==> config.mk <==
export PLATFORM = sky130hd
export DESIGN_NAME = feature_frame_assembler_flat
export DESIGN_NICKNAME = d
export VERILOG_FILES = /design/src/rtl/feature_frame_assembler_if.sv /design/src/rtl/feature_frame_assembler.sv /design/src/flat_wrapper.sv
export SDC_FILE = /design/constraint.sdc
export NUM_CORES = 1
export LEC_CHECK = 0
export ABC_AREA = 1
export BUFFER_PORTS_ARGS = -buffer_cell sky130_fd_sc_hd__clkbuf_2
export CORE_MARGIN = 2
export CORE_UTILIZATION = 45
export CTS_CLUSTER_SIZE = 28
export DETAILED_ROUTE_END_ITERATION = 8
export GPL_TIMING_DRIVEN = 0
export PLACE_DENSITY_LB_ADDON = 0.15
export SETUP_SLACK_MARGIN = 0.02
export SKIP_CTS_REPAIR_TIMING = 1
export SLEW_MARGIN = 0
export SYNTH_ARGS = -nofsm -noshare
export SYNTH_HDL_FRONTEND = slang
export SYNTH_SLANG_ARGS = --single-unit
==> constraint.sdc <==
create_clock -name clk -period 1.9 [get_ports clk]
set_clock_uncertainty 0.15 [all_clocks]
set_input_delay 0.38 -clock clk [delete_from_list [all_inputs] [get_ports clk]]
set_output_delay 0.38 -clock clk [all_outputs]
set_load 0.005 [all_outputs]
==> src/rtl/feature_frame_assembler_if.sv <==
// Acquisition/frame bus of feature_frame_assembler: ADC mux/conversion handshake plus
// the frame valid/ready output. master = assembler side, slave = environment side.
interface feature_frame_assembler_if;
    logic        start;
    logic [2:0]  adc_sel;
    logic        adc_soc;
    logic        adc_eoc;
    logic [7:0]  adc_data;
    logic [23:0] frame;
    logic        frame_valid;
    logic        frame_ready;
    logic        busy;
    logic        err;

    modport master (
        input  start, adc_eoc, adc_data, frame_ready,
        output adc_sel, adc_soc, frame, frame_valid, busy, err
    );

    modport slave (
        output start, adc_eoc, adc_data, frame_ready,
        input  adc_sel, adc_soc, frame, frame_valid, busy, err
    );
endinterface

==> src/rtl/feature_frame_assembler.sv <==
// Sequences a 6-channel ADC acquisition into a packed 24-bit frame with valid/ready output.
// Define FEATURE_FRAME_ASSEMBLER_ROUND_EN for saturating round-to-nearest quantization.
module feature_frame_assembler #(
    parameter int unsigned SETTLE_CYC  = 2,
    parameter int unsigned TIMEOUT_CYC = 63
) (
    input logic                      clk,
    input logic                      rst_n,
    feature_frame_assembler_if.master bus
);

    typedef enum logic [2:0] {
        StIdle, StSettle, StSoc, StWaitEoc, StNext, StPublish
    } state_e;

    localparam logic [3:0] SettleLoad  = 4'(SETTLE_CYC);
    localparam logic [7:0] TimeoutLast = 8'(TIMEOUT_CYC - 1);

    state_e      state_q, state_d;
    logic [2:0]  ch_q, ch_d;
    logic [3:0]  settle_q, settle_d;
    logic [7:0]  tmo_q, tmo_d;
    logic [23:0] shadow_q, shadow_d;
    logic [23:0] frame_q, frame_d;
    logic        frame_valid_q, frame_valid_d;
    logic        err_q, err_d;
    logic        publish;
    logic [3:0]  sample;

`ifdef FEATURE_FRAME_ASSEMBLER_ROUND_EN
    logic [8:0] rounded;
    assign rounded = {1'b0, bus.adc_data} + 9'd8;
    assign sample  = rounded[8] ? 4'hF : rounded[7:4];
`else
    logic [3:0] unused_adc_lsb;
    assign unused_adc_lsb = bus.adc_data[3:0];
    assign sample         = bus.adc_data[7:4];
`endif

    always_comb begin
        state_d       = state_q;
        ch_d          = ch_q;
        settle_d      = settle_q;
        tmo_d         = tmo_q;
        shadow_d      = shadow_q;
        frame_d       = frame_q;
        err_d         = err_q;
        publish       = 1'b0;

        unique case (state_q)
            StIdle: begin
                if (bus.start) begin
                    state_d  = StSettle;
                    ch_d     = 3'd0;
                    settle_d = SettleLoad;
                end
            end
            StSettle: begin
                // Leaves on the cycle the count would hit zero, so SETTLE_CYC=0 still spends one.
                if (settle_q <= 4'd1) begin
                    state_d = StSoc;
                end else begin
                    settle_d = settle_q - 4'd1;
                end
            end
            StSoc: begin
                state_d = StWaitEoc;
                tmo_d   = 8'd0;
            end
            StWaitEoc: begin
                if (bus.adc_eoc) begin
                    shadow_d[{ch_q, 2'b00} +: 4] = sample;
                    state_d = StNext;
                end else if (tmo_q == TimeoutLast) begin
                    shadow_d[{ch_q, 2'b00} +: 4] = 4'h0;
                    err_d   = 1'b1;
                    state_d = StNext;
                end else begin
                    tmo_d = tmo_q + 8'd1;
                end
            end
            StNext: begin
                if (ch_q == 3'd5) begin
                    state_d = StPublish;
                end else begin
                    ch_d     = ch_q + 3'd1;
                    settle_d = SettleLoad;
                    state_d  = StSettle;
                end
            end
            StPublish: begin
                if (!frame_valid_q || bus.frame_ready) begin
                    publish = 1'b1;
                    frame_d = shadow_q;
                    state_d = StIdle;
                end
            end
            default: state_d = StIdle;
        endcase

        // A publish in the same cycle as a consume keeps the frame valid.
        if (publish) begin
            frame_valid_d = 1'b1;
        end else if (frame_valid_q && bus.frame_ready) begin
            frame_valid_d = 1'b0;
        end else begin
            frame_valid_d = frame_valid_q;
        end
    end

    always_ff @(posedge clk or negedge rst_n) begin
        if (!rst_n) begin
            state_q       <= StIdle;
            ch_q          <= 3'd0;
            settle_q      <= 4'd0;
            tmo_q         <= 8'd0;
            shadow_q      <= 24'd0;
            frame_q       <= 24'd0;
            frame_valid_q <= 1'b0;
            err_q         <= 1'b0;
        end else begin
            state_q       <= state_d;
            ch_q          <= ch_d;
            settle_q      <= settle_d;
            tmo_q         <= tmo_d;
            shadow_q      <= shadow_d;
            frame_q       <= frame_d;
            frame_valid_q <= frame_valid_d;
            err_q         <= err_d;
        end
    end

    assign bus.adc_sel     = ch_q;
    assign bus.adc_soc     = (state_q == StSoc);
    assign bus.busy        = (state_q != StIdle);
    assign bus.frame       = frame_q;
    assign bus.frame_valid = frame_valid_q;
    assign bus.err         = err_q;

endmodule
==> src/flat_wrapper.sv <==
// flat-port wrapper written by rule: the top's interface ports become plain ports
module feature_frame_assembler_flat 
#(
    parameter int unsigned SETTLE_CYC  = 2,
    parameter int unsigned TIMEOUT_CYC = 63
)
  (clk, rst_n, bus_start, bus_adc_eoc, bus_adc_data, bus_frame_ready, bus_adc_sel, bus_adc_soc, bus_frame, bus_frame_valid, bus_busy, bus_err);
  feature_frame_assembler_if bus_i ();
  input logic clk;
  input logic rst_n;
  input wire logic [$bits(bus_i.start)-1:0] bus_start;
  input wire logic [$bits(bus_i.adc_eoc)-1:0] bus_adc_eoc;
  input wire logic [$bits(bus_i.adc_data)-1:0] bus_adc_data;
  input wire logic [$bits(bus_i.frame_ready)-1:0] bus_frame_ready;
  output wire logic [$bits(bus_i.adc_sel)-1:0] bus_adc_sel;
  output wire logic [$bits(bus_i.adc_soc)-1:0] bus_adc_soc;
  output wire logic [$bits(bus_i.frame)-1:0] bus_frame;
  output wire logic [$bits(bus_i.frame_valid)-1:0] bus_frame_valid;
  output wire logic [$bits(bus_i.busy)-1:0] bus_busy;
  output wire logic [$bits(bus_i.err)-1:0] bus_err;
  assign bus_i.start = bus_start;
  assign bus_i.adc_eoc = bus_adc_eoc;
  assign bus_i.adc_data = bus_adc_data;
  assign bus_i.frame_ready = bus_frame_ready;
  assign bus_adc_sel = bus_i.adc_sel;
  assign bus_adc_soc = bus_i.adc_soc;
  assign bus_frame = bus_i.frame;
  assign bus_frame_valid = bus_i.frame_valid;
  assign bus_busy = bus_i.busy;
  assign bus_err = bus_i.err;
  feature_frame_assembler #(.SETTLE_CYC(SETTLE_CYC), .TIMEOUT_CYC(TIMEOUT_CYC)) u_core (.clk(clk), .rst_n(rst_n), .bus(bus_i));
endmodule
Word-level counts from Yosys, hierarchy flattened
Index checks and enable logic that the tools add are counted.
{"block": "word_totals", "out_inout_bits": 31, "in_bits": 13, "register_bits": 68}
{"block": "classes", "reduce_logical": 17, "bitwise": 1, "mux": 25, "eq_ne": 15, "n_lt_le_gt_ge": 1, "n_addsub": 4, "shift": 3}
{"op": "$bwmux 24", "count": 2}
{"op": "$mux 24", "count": 2}
{"op": "$mux 3", "count": 8}
{"op": "$shift 4x7->24 const A", "count": 1}
{"op": "$shiftx 4x7->24", "count": 1}
{"op": "$shiftx 4x7->24 const A", "count": 1}
{"op": "$pmux 3 s6", "count": 1}
{"op": "$mux 8", "count": 2}
{"op": "$pmux 8 s2", "count": 1}
{"op": "$mux 4", "count": 3}
{"op": "$pmux 4 s3", "count": 1}
{"op": "$ne 2x2->1 const B", "count": 5}
{"op": "$eq 3x3->1 const B", "count": 3}
{"op": "$reduce_and 3->1", "count": 3}
{"op": "$add 8x1->8 const B", "count": 1}
{"op": "$eq 8x6->1 const B", "count": 1}
{"op": "$reduce_and 4->1", "count": 2}
{"op": "$reduce_bool 2->1", "count": 4}
{"op": "$neg 5->7", "count": 1}
{"op": "$eq 3x2->1 const B", "count": 2}
{"op": "$pmux 3 s2", "count": 1}
{"op": "$reduce_bool 3->1", "count": 2}
{"op": "$le 4x1->1 const B", "count": 1}
{"op": "$mux 1", "count": 4}
{"op": "other kinds (11)", "count": 13}

Depth between registers and ports, before layout
Gate-level depths: netlist (run 1).
{"block": "depth", "ltp_word": 5, "ltp_mapped": 11, "mapped_depth_nobuf": 11}

Least setup slack after synthesis (run 1)
OpenSTA, ideal clock, no wires.
{"block": "synth_path", "path_type": "reg-to-reg", "from": "reg u_core.ch_q[0] (netlist: u_core.bus.adc_sel[0])", "to": "reg u_core.shadow_q[4]", "path_slack_ps": -97, "setup_time_ps": 116, "required_time_ps": 1634, "path_buffers": 0, "arrival_ps": 1730, "stages_incl_launch_ff": 12, "synth_period_minus_slack_ps": 1997, "cell_sequence": "dfrtp_1 -> inv_1 -> ha_1 -> ha_1 -> inv_1 -> nand2_1 -> nor2_4 -> inv_1 -> nor2_2 -> nand2_1 -> nand2_1 -> nand2_1"}
{"block": "synth_between", "elab_chain_len": 5}
{"element": "start, declared", "line_no": "feature_frame_assembler.sv:20", "source": "logic [2:0] ch_q, ch_d;"}
{"element": "start signal, assigned", "line_no": "feature_frame_assembler.sv:123", "source": "ch_q <= ch_d;"}
{"element": "$neg 5->7 (*)", "line_no": "feature_frame_assembler.sv:72, feature_frame_assembler.sv:75"}
{"element": "$shiftx 4x7->24 / $shift 4x7->24 (equally long branches)", "line_no": "feature_frame_assembler.sv:75, feature_frame_assembler.sv:72"}
{"element": "$bwmux 24", "line_no": "feature_frame_assembler.sv:75", "source": "shadow_d[{ch_q, 2'b00} +: 4] = 4'h0;"}
{"element": "$mux 24", "line_no": "feature_frame_assembler.sv:74", "source": "end else if (tmo_q == TimeoutLast) begin"}
{"element": "$mux 24 (*)", "line_no": "feature_frame_assembler.sv:71", "source": "if (bus.adc_eoc) begin"}
{"element": "end signal, assigned", "line_no": "feature_frame_assembler.sv:126", "source": "shadow_q <= shadow_d;"}
{"element": "end, declared", "line_no": "feature_frame_assembler.sv:23", "source": "logic [23:0] shadow_q, shadow_d;"}
Every way passes the cells marked *; elsewhere a longest branch is shown, timed or not. The select of a mux whose other input is x is not followed.
A chain may end at the register's enable or synchronous reset.

Final worst setup path (run 1)
{"block": "layout_path", "from": "reg u_core.ch_q[1] (netlist: u_core.bus.adc_sel[1])", "to": "reg u_core.shadow_q[7]"}
Same word-level chain as after synthesis.

==> flow_metrics.py, run 1 <==
metrics = {
    "run": {
        "drv_cap": 0,
    },
    "detailed_routing": {
        "residual_drc": 0,
        "detailedRoute.firstIterationViolations": 137,
        "detail_route.vias_per_cell": 4.786,
        "routed_wl_mm": 7.717,
        "ant_nets": 0,
        "vias": 3044,
        "wire_length_per_cell_um": 12.13,
        "drt_first_pass_iters": 4,
    },
    "critical_path": {
        "slowest_stage": "sky130_fd_sc_hd__dfrtp_1",
        "timing.critical_path.from_type": "register",
        "setup.reg_to_reg.worst_slack_ns": 0.09,
        "timing.reg2reg.worst_path_depth": 11,
        "timing.critical_path.required_ns": 2.03,
        "launching_instance_or_port_of_the_critical_path": "u_core.bus.adc_sel[1]",
        "regToRegEndpoint": "u_core.shadow_q[7]",
        "path_buf_inv": 4,
        "worst_setup_path_endpoint": "u_core.shadow_q[7]",
        "criticalPathCategory": "register to register",
        "critPathTopFamily": "simple AND/OR/NAND/NOR gates",
        "crit_cells": 11,
        "crit_path_end_kind": "register",
        "critPathMaxStageDelay_ns": 0.38,
        "crit_fanout": 7,
        "crit-reg2reg-launch": "u_core.bus.adc_sel[1]",
        "critical_path_arrival_ns": 1.94,
        "cp_cell_sequence": "inv_2, ha_4, ha_4, inv_4, nand2_4, nor2_4, inv_2, nor2_4, buf_4, nand3_1, nand2_1",
    },
    "pwr": {
        "power.ir.vdd_worst_mv": 0.6332,
        "fin_total_pwr_w": 0.005083,
        "leakage_dissipation_nw": 2.227,
        "power_density_nw_per_um2": 1162,
    },
    "place": {
        "place_worst_setup_slack_ns": -0.1669,
        "place_area_sq_um": 3986,
        "hpwl_mm": 5.585,
        "io_buffers": 38,
        "placed_cells_incl_taps": 609,
        "gpl.final_weighted_congestion": 0.9315,
    },
    "run_status": {
        "outcome": "complete, no violations",
    },
    "sta": {
        "report.final.hold_viol_count": 0,
        "final.setup.worst_slack_ns": 0.09230,
        "relSlewSlack": 0.7123,
        "whs_ns": 0.2048,
        "report.final.slew_viol_count": 0,
        "layout_worst_path_cycle_share": 0.9514,
        "timing_worst_slew_pin_value_ns": 0.4315,
        "fmax_mhz": 553.2,
        "period_minus_slack_ns": 1.808,
        "timing.final.setup_violations": 0,
        "rsz0062_at_grt": "true",
    },
    "finish": {
        "antenna-diode-count": 0,
        "fill_cells": 757,
        "final_common_cell": "sky130_fd_sc_hd__nand2_1",
        "nets": 553,
        "final_cells": 636,
        "regArea_sq_um": 1705,
        "layout_common_cells": "136 x sky130_fd_sc_hd__nand2_1, 65 x sky130_fd_sc_hd__dfrtp_1, 60 x sky130_fd_sc_hd__inv_1",
        "area.growth.synth_to_final_pct": 21.13,
        "layout-drive-gt1-share": 0.2266,
        "finish.instance_area_sq_um": 4375,
        "multi_input_comb_area_sq_um": 1678,
    },
    "cts": {
        "clkSinkCount": 68,
        "cts-root-buf": "sky130_fd_sc_hd__clkbuf_8",
        "ctsLongestPathBuffers": 2,
        "cts_max_level": 3,
        "clock_insertion_delay_worst_skew_ns": 0.34,
        "numCtsBuffers": 9,
        "cts_tree": "yes",
        "cts.clk_slew.worst_paths_ns": 0.08,
    },
    "global_route": {
        "use_met2": 0.2860,
        "use_met3": 0.03787,
        "first_global_vias": 2797,
        "globalRouteMet1Util": 0.2677,
        "most_congested_layer_reported_by_global_routing": "met2",
        "grt_ovf": 0,
        "grt_antenna_before_repair": 0,
        "grt_first_pass_wirelength_mm": 12.95,
        "grt_use_total": 0.1881,
        "pin_count_of_the_biggest_net_entering_global_routing": 58,
    },
    "worst_hold_path": {
        "worstHoldPathType": "input port to register",
    },
    "synth": {
        "post-synth-top-area-cell": "sky130_fd_sc_hd__dfrtp_1",
        "synth_area_per_cell_sq_um": 7.718,
        "yosysWarnings": 0,
        "synth_enable_flop_cells": 0,
        "yosysSeqAreaShare": 0.4711,
        "postSynthRegisterBits": 68,
        "syn-num-nets": 490,
        "synth_ff_type": "sky130_fd_sc_hd__dfrtp_1",
        "synth_area_leaders": "sky130_fd_sc_hd__dfrtp_1 47%, sky130_fd_sc_hd__nand2_1 15%, sky130_fd_sc_hd__inv_1 6.8%",
        "area_fraction_of_the_dominant_cell_type_after_synthesis": 0.4711,
        "syn_inst": 468,
        "async_reset_ff_frac": 1.000,
        "synth.cell_area_sq_um": 3612,
        "synth.lib_cells_used.distinct": 29,
    },
    "die": {
        "die_height_um": 93.60,
        "initial_utilization": 0.4650,
        "design.portCount": 44,
        "fp.dieArea_sq_um": 8760,
        "core-area_sq_um": 7767,
        "row_count": 32,
        "die_w_um": 93.60,
    },
}
==> registers in the layout, summed over array words and instances, names as in the netlist <==
signal                  cells
u_core.bus.adc_sel          3
u_core.state_q              3
u_core.bus.frame_valid      1
u_core.settle_q             4
u_core.tmo_q                8
u_core.bus.frame           24
u_core.bus.err              1
u_core.shadow_q            24
==> Yosys cell counts, drive strengths merged (2+ instances only) <==
master and instances:
a21oi 5, buf 10, clkbuf 3, dfrtp 68
ha 9, inv 65, nand2 148, nand3 50
nand4 7, nor2 58, nor3 6, o21ai 31
o21bai 2, xor2 3
==> cell families (layout without fill, tap and decap cells) <==
logic type | Yosys count | in the layout | share of synthesized area
AO/OA/AOI/OAI | 38 | 38 | 0.05923
XOR/XNOR | 3 | 3 | 0.007275
adder cells (fa/ha/maj) | 9 | 9 | 0.03117
buffers and inverters | 78 | 144 | 0.09387
flip-flops | 68 | 68 | 0.4711
AND/OR/NAND/NOR | 272 | 272 | 0.3374
==> worst min-delay path, delay by kind of cell <==
| kind | cells | cell delay, ns |
|---|---|---|
| buffers and inverters | 2 | 0.15 |
| AND/OR/NAND/NOR | 2 | 0.12 |
==> how the worst min path moves through the flow <==
stage / startpoint / end / slack (ns) / depth (start not counted)
floorplan: rst_n / u_core.bus.adc_sel[0] / -0.07 / 0
global placement: u_core.shadow_q[17] / u_core.shadow_q[17] / 0.31 / 2
detailed placement: rst_n / u_core.tmo_q[2] / 0.12 / 1
CTS: rst_n / u_core.tmo_q[1] / -0.25 / 1
finish: bus_frame_ready / u_core.bus.frame_valid / 0.20 / 4
global route: bus_frame_ready / u_core.bus.frame_valid / 0.22 / 4
==> metrics by stage <==
stage,utilization,setup TNS [ns]
floorplan,-,0
global placement,0.5093,-16.22
detailed placement,0.5132,-1.880
CTS,0.5377,-2.302
global route,0.5633,-0.05728
finish,0.5633,0
==> final cells by class <==
| class | instances | area share |
|---|---|---|
| Sequential cell | 68 | 0.3898 |
| Multi-Input combinational cell | 322 | 0.3835 |
| Timing Repair Buffer | 52 | 0.07321 |
| Inverter | 65 | 0.05633 |
| Clock buffer | 12 | 0.03546 |
| Tap cell | 102 | 0.02917 |
| Buffer | 13 | 0.02459 |
| Clock inverter | 2 | 0.008007 |
==> power by group <==
group	total, W	switching, W	leakage (nW)	internal (W)
registers	0.00180	0.000146	0.928	0.00165
clock network	0.00119	0.000530	0.0983	0.000662
logic	0.00209	0.00129	1.20	0.000804
==> metal layers <==
layer / wire [um] / part of all wire
met5: 0 / 0
met4: 104 / 0.013
met3: 326 / 0.042
met2: 3350 / 0.43
met1: 3936 / 0.51
(Power assumes the default switching activity.)
==> run 2, diff against run 1 <==
CORE_MARGIN = unset   (was 2)
==> run 2 against run 1 <==
Count of clock-buffer cells in the layout shrank 2. Register-to-register slack better by 0.03 ns. Die area decreased by 4.2%. Sequential power about the same. Cell area increased by 0.31%. Final cell count rose by 0.31%. Non-clock buffer count unchanged. Wire length down 0.78%. First-iteration DRC count increased by 15%. Clock power barely moved.
==> flow_metrics.py, run 2 (synthesized netlist as in run 1, its figures left out) <==
metrics = {
    "sta": {
        "report.final.hold_viol_count": 0,
        "period_minus_slack_ns": 1.832,
        "whs_ns": 0.2053,
        "timing_worst_slew_pin_value_ns": 0.4572,
        "layout_worst_path_cycle_share": 0.9642,
        "relSlewSlack": 0.6952,
        "timing.final.setup_violations": 0,
        "rsz0062_at_grt": "true",
        "report.final.slew_viol_count": 0,
        "fmax_mhz": 545.9,
    },
    "detailed_routing": {
        "routed_wl_mm": 7.657,
        "ant_nets": 0,
        "residual_drc": 0,
        "detailedRoute.firstIterationViolations": 158,
        "wire_length_per_cell_um": 12.00,
        "detail_route.vias_per_cell": 4.746,
        "vias": 3028,
        "drt_first_pass_iters": 5,
    },
    "critical_path": {
        "crit_path_end_kind": "output pin",
        "criticalPathCategory": "register to output pin",
        "critical_path_arrival_ns": 1.30,
        "cp_cell_sequence": "buf_6, nor2_4, inv_2, nor2_4, clkbuf_2",
        "critPathMaxStageDelay_ns": 0.38,
        "timing.critical_path.from_type": "register",
        "slowest_stage": "sky130_fd_sc_hd__dfrtp_1",
        "critPathTopFamily": "flip-flops",
        "critical_path.most_common_cell": "sky130_fd_sc_hd__nor2_4",
        "path_buf_inv": 3,
        "crit_fanout": 10,
        "timing.critical_path.required_ns": 1.37,
    },
    "finish": {
        "regArea_sq_um": 1705,
        "final_common_cell": "sky130_fd_sc_hd__nand2_1",
        "area.growth.synth_to_final_pct": 21.51,
        "antenna-diode-count": 0,
        "fill_cells": 733,
        "multi_input_comb_area_sq_um": 1692,
        "layout-drive-gt1-share": 0.2407,
        "finish.instance_area_sq_um": 4389,
        "layout_common_cells": "135 x sky130_fd_sc_hd__nand2_1, 65 x sky130_fd_sc_hd__dfrtp_1, 58 x sky130_fd_sc_hd__inv_1",
        "nets": 553,
    },
    "pwr": {
        "fin_total_pwr_w": 0.005121,
        "power.sequential.fraction": 0.352,
        "pwr-share-clk": 0.230,
        "combinationalPowerShare": 0.418,
        "power.ir.vdd_worst_mv": 0.7522,
        "power_density_nw_per_um2": 1167,
        "power_switching_share": 0.3953,
        "switchingPower_w": 0.002024,
        "internal_power_w": 0.003097,
        "leakage_dissipation_nw": 2.222,
    },
    "global_route": {
        "globalRouteMet1Util": 0.2800,
        "grt_antenna_before_repair": 0,
        "grt_ovf": 0,
        "use_met2": 0.2732,
        "first_global_vias": 2683,
        "grt_use_total": 0.1927,
        "most_congested_layer_reported_by_global_routing": "met1",
        "pin_count_of_the_biggest_net_entering_global_routing": 37,
        "grt_first_pass_wirelength_mm": 12.55,
        "use_met3": 0.04271,
    },
    "cts": {
        "cts-root-buf": "sky130_fd_sc_hd__clkbuf_8",
        "clkSinkCount": 68,
        "cts_max_level": 3,
        "cts_tree": "yes",
        "cts.clk_slew.worst_paths_ns": 0.07,
        "numCtsBuffers": 9,
        "ctsLongestPathBuffers": 2,
        "clock_insertion_delay_worst_skew_ns": 0.35,
    },
    "die": {
        "core-area_sq_um": 7727,
        "fp.dieArea_sq_um": 8390,
        "initial_utilization": 0.4675,
        "die_w_um": 91.60,
        "row_count": 32,
        "die_height_um": 91.60,
        "design.portCount": 44,
    },
    "place": {
        "hpwl_mm": 5.598,
        "gpl.final_weighted_congestion": 0.8955,
        "io_buffers": 38,
        "place_area_sq_um": 3979,
    },
    "run_status": {
        "outcome": "complete, no violations",
    },
    "run": {
        "drv_cap": 0,
    },
    "worst_hold_path": {
        "worstHoldPathType": "input port to register",
    },
}
==> run 2: power groups by stage <==
stage | combinational [W] | clock (W) | sequential (W)
after detailed placement | 0.00175 | 0 | 0.00183
after global placement | 0.00170 | 0 | 0.00183
after floorplan | 0.00130 | 0 | 0.00181
after CTS | 0.00175 | 0.00122 | 0.00180
final | 0.00214 | 0.00118 | 0.00180
after global routing | 0.00237 | 0.00128 | 0.00183
==> run 2: cell type report <==
type | count | share of cell area
sequential | 68 | 0.3885
multi-input combinational | 322 | 0.3854
timing repair buffer | 52 | 0.07127
inverter | 65 | 0.05673
clock buffer | 10 | 0.02908
tap | 102 | 0.02908
buffer | 13 | 0.02537
clock inverter | 6 | 0.01454
==> run 2: final timing paths <==
kind | start | endpoint | slack, ns | cells past startpoint
worst max-delay path | u_core.state_q[2] | bus_adc_soc | 0.07 | 5
worst min-delay path | bus_frame_ready | u_core.bus.frame_valid | 0.21 | 4
min in group asynchronous | rst_n | u_core.bus.frame[4] | 0.38 | 2
worst min register to register | u_core.shadow_q[21] | u_core.shadow_q[21] | 0.32 | 2
max in group asynchronous | rst_n | u_core.state_q[1] | 0.64 | 3
worst max register to register | u_core.bus.adc_sel[0] | u_core.shadow_q[21] | 0.12 | 9
==> run 2: through the flow <==
| stage | utilization | worst slack, ns | std cells | TNS (ns) |
|---|---|---|---|---|
| 5_1_grt | 0.5680 | -0.01270 | 638 | -0.02362 |
| 3_5_place_dp | 0.5149 | -0.1434 | 609 | -1.818 |
| 2_1_floorplan | - | 0.02099 | 468 | 0 |
| 3_3_place_gp | 0.5120 | -0.3686 | 608 | -17.03 |
| 4_1_cts | 0.5397 | -0.1630 | 625 | -2.379 |
| 6_report | 0.5680 | 0.06804 | 638 | 0 |
==> run 2: worst register-to-register path, stage by stage (launching register included) <==
cell and delay (ns):
sky130_fd_sc_hd__dfrtp_2 0.41, sky130_fd_sc_hd__inv_2 0.11, sky130_fd_sc_hd__ha_4 0.17, sky130_fd_sc_hd__ha_4 0.22, sky130_fd_sc_hd__buf_8 0.13, sky130_fd_sc_hd__buf_4 0.15, sky130_fd_sc_hd__nor2_4 0.13, sky130_fd_sc_hd__nand2_2 0.10
sky130_fd_sc_hd__nand2_1 0.07, sky130_fd_sc_hd__nand2_1 0.04
==> run 2: metal layers <==
metal,share of wire,routed length [um],vias up
li1,-,-,1584
met1,0.50,3847,1376
met2,0.43,3305,51
met3,0.039,301,17
met4,0.026,201,0
met5,0,0,-
==> run 3, diff against run 2 <==
==> constraint.sdc (replaced) <==
create_clock -name clk -period 1.9 [get_ports clk]
set_clock_uncertainty 0.15 [all_clocks]
set_input_delay 0 -clock clk [delete_from_list [all_inputs] [get_ports clk]]
set_output_delay 0 -clock clk [all_outputs]
set_load 0.005 [all_outputs]
==> run 3 against run 2 <==
Via count increased by 0.40%. Largest power group unchanged. Maximum frequency increased by 1.2%. Register-to-register slack got worse by 0.03 ns. Global-route usage unchanged. Sequential share of layout area rose by 0.087 points. Highest routed layer unchanged. Largest cell class unchanged.
==> flow_metrics.py, run 3 (synthesized netlist as in run 1, its figures left out) <==
metrics = {
    "pwr": {
        "power.sequential.fraction": 0.362,
        "pwr-share-clk": 0.238,
        "leakage_dissipation_nw": 2.222,
        "power_switching_share": 0.3968,
        "combinationalPowerShare": 0.400,
        "internal_power_w": 0.002985,
        "power.ir.vdd_worst_mv": 0.7468,
        "power_density_nw_per_um2": 1132,
        "switchingPower_w": 0.001963,
    },
    "die": {
        "fp.dieArea_sq_um": 8390,
        "row_count": 32,
        "die_w_um": 91.60,
        "design.portCount": 44,
        "initial_utilization": 0.4675,
        "core-area_sq_um": 7727,
        "die_height_um": 91.60,
    },
    "finish": {
        "final_common_cell": "sky130_fd_sc_hd__nand2_1",
        "nets": 555,
        "area.growth.synth_to_final_pct": 21.06,
        "antenna-diode-count": 0,
        "layout-drive-gt1-share": 0.2138,
        "final_core_util": 0.5659,
        "layout_common_cells": "136 x sky130_fd_sc_hd__nand2_1, 67 x sky130_fd_sc_hd__dfrtp_1, 60 x sky130_fd_sc_hd__inv_1",
    },
    "critical_path": {
        "path_buf_inv": 3,
        "crit_fanout": 7,
        "crit_path_end_kind": "register",
        "criticalPathCategory": "register to register",
        "critPathTopFamily": "simple AND/OR/NAND/NOR gates",
        "timing.critical_path.from_type": "register",
        "timing.critical_path.required_ns": 1.99,
        "cp_cell_sequence": "inv_2, ha_4, ha_2, inv_2, nand2_4, nor2_4, inv_2, nor2_4, nand2_2, nand2_1, nand2_1",
        "critical_path_arrival_ns": 1.90,
        "critPathMaxStageDelay_ns": 0.38,
        "critical_path.most_common_cell": "sky130_fd_sc_hd__inv_2",
        "slowest_stage": "sky130_fd_sc_hd__dfrtp_1",
    },
    "place": {
        "io_buffers": 38,
        "gpl.final_weighted_congestion": 0.8955,
        "hpwl_mm": 5.598,
    },
    "sta": {
        "period_minus_slack_ns": 1.810,
        "fmax_mhz": 552.5,
        "relSlewSlack": 0.6942,
        "rsz0062_at_grt": "true",
        "timing.setup.tns_ns": 0,
        "report.final.slew_viol_count": 0,
        "timing_worst_slew_pin_value_ns": 0.4587,
        "layout_worst_path_cycle_share": 0.9525,
        "timing.final.setup_violations": 0,
        "report.final.hold_viol_count": 0,
        "whs_ns": 0.008178,
    },
    "global_route": {
        "grt_use_total": 0.1927,
        "pin_count_of_the_biggest_net_entering_global_routing": 37,
        "globalRouteMet1Util": 0.2800,
        "most_congested_layer_reported_by_global_routing": "met1",
        "grt_antenna_before_repair": 0,
        "use_met2": 0.2732,
        "first_global_vias": 2683,
        "grt_first_pass_wirelength_mm": 12.55,
        "use_met3": 0.04271,
        "grt_ovf": 0,
    },
    "detailed_routing": {
        "drt_first_pass_iters": 5,
        "detail_route.vias_per_cell": 4.750,
        "routed_wl_mm": 7.665,
        "residual_drc": 0,
        "detailedRoute.firstIterationViolations": 162,
        "ant_nets": 0,
        "vias": 3040,
        "wire_length_per_cell_um": 11.98,
    },
    "cts": {
        "cts_tree": "yes",
        "cts.clk_slew.worst_paths_ns": 0.08,
        "clkSinkCount": 68,
        "cts-root-buf": "sky130_fd_sc_hd__clkbuf_8",
        "ctsLongestPathBuffers": 2,
        "clock_insertion_delay_worst_skew_ns": 0.35,
        "cts_max_level": 3,
        "numCtsBuffers": 9,
    },
    "worst_hold_path": {
        "worstHoldPathType": "input port to asynchronous set/reset pin",
    },
    "run_status": {
        "outcome": "complete, no violations",
    },
    "run": {
        "drv_cap": 0,
    },
}
## run 3: power groups by stage
stage / clock, W / sequential (W) / combinational [W]
after floorplan: 0 / 0.00181 / 0.00130
after global placement: 0 / 0.00183 / 0.00170
after detailed placement: 0 / 0.00183 / 0.00175
after CTS: 0.00122 / 0.00180 / 0.00175
after global routing: 0.00128 / 0.00182 / 0.00220
final: 0.00118 / 0.00179 / 0.00198
## run 3: final timing paths
path | cells past startpoint | to | from | slack (ns)
setup / recovery | 11 | u_core.shadow_q[21] | u_core.bus.adc_sel[1] | 0.09
hold / removal | 2 | u_core.bus.frame[4] | rst_n | 0.008
setup reg to reg | 11 | u_core.shadow_q[21] | u_core.bus.adc_sel[1] | 0.09
hold reg to reg | 2 | u_core.shadow_q[21] | u_core.shadow_q[21] | 0.32
max in group asynchronous | 3 | u_core.bus.frame_valid | rst_n | 1.03
min in group clk | 2 | u_core.shadow_q[21] | u_core.shadow_q[21] | 0.32
## run 3: per-stage QoR
step           setup slack, ns  power (W)  instance area, sq um  std cells
3_5_place_dp           -0.1434   0.003580                  3979        609
2_1_floorplan          0.02099   0.003113                  3638        468
3_3_place_gp           -0.1296   0.003521                  3956        608
5_1_grt               -0.01377   0.005299                  4373        640
6_report               0.09018   0.004948                  4373        640
4_1_cts                -0.1630   0.004772                  4170        625
## run 3: layout make-up
class | instances | area [sq um]
fill | 743 | 3354
sequential | 68 | 1703
multi-input combinational | 322 | 1658
timing repair buffer | 54 | 345.3
inverter | 65 | 246.5
clock buffer | 10 | 127.6
tap | 102 | 127.6
buffer | 13 | 101.3
clock inverter | 6 | 63.81
## run 3: per-layer routing
| metal | up-vias | wire length [um] |
|---|---|---|
| li1 | 1588 | - |
| met2 | 58 | 3299 |
| met1 | 1379 | 3858 |
| met3 | 15 | 347 |
| met4 | 0 | 159 |
| met5 | - | 0 |
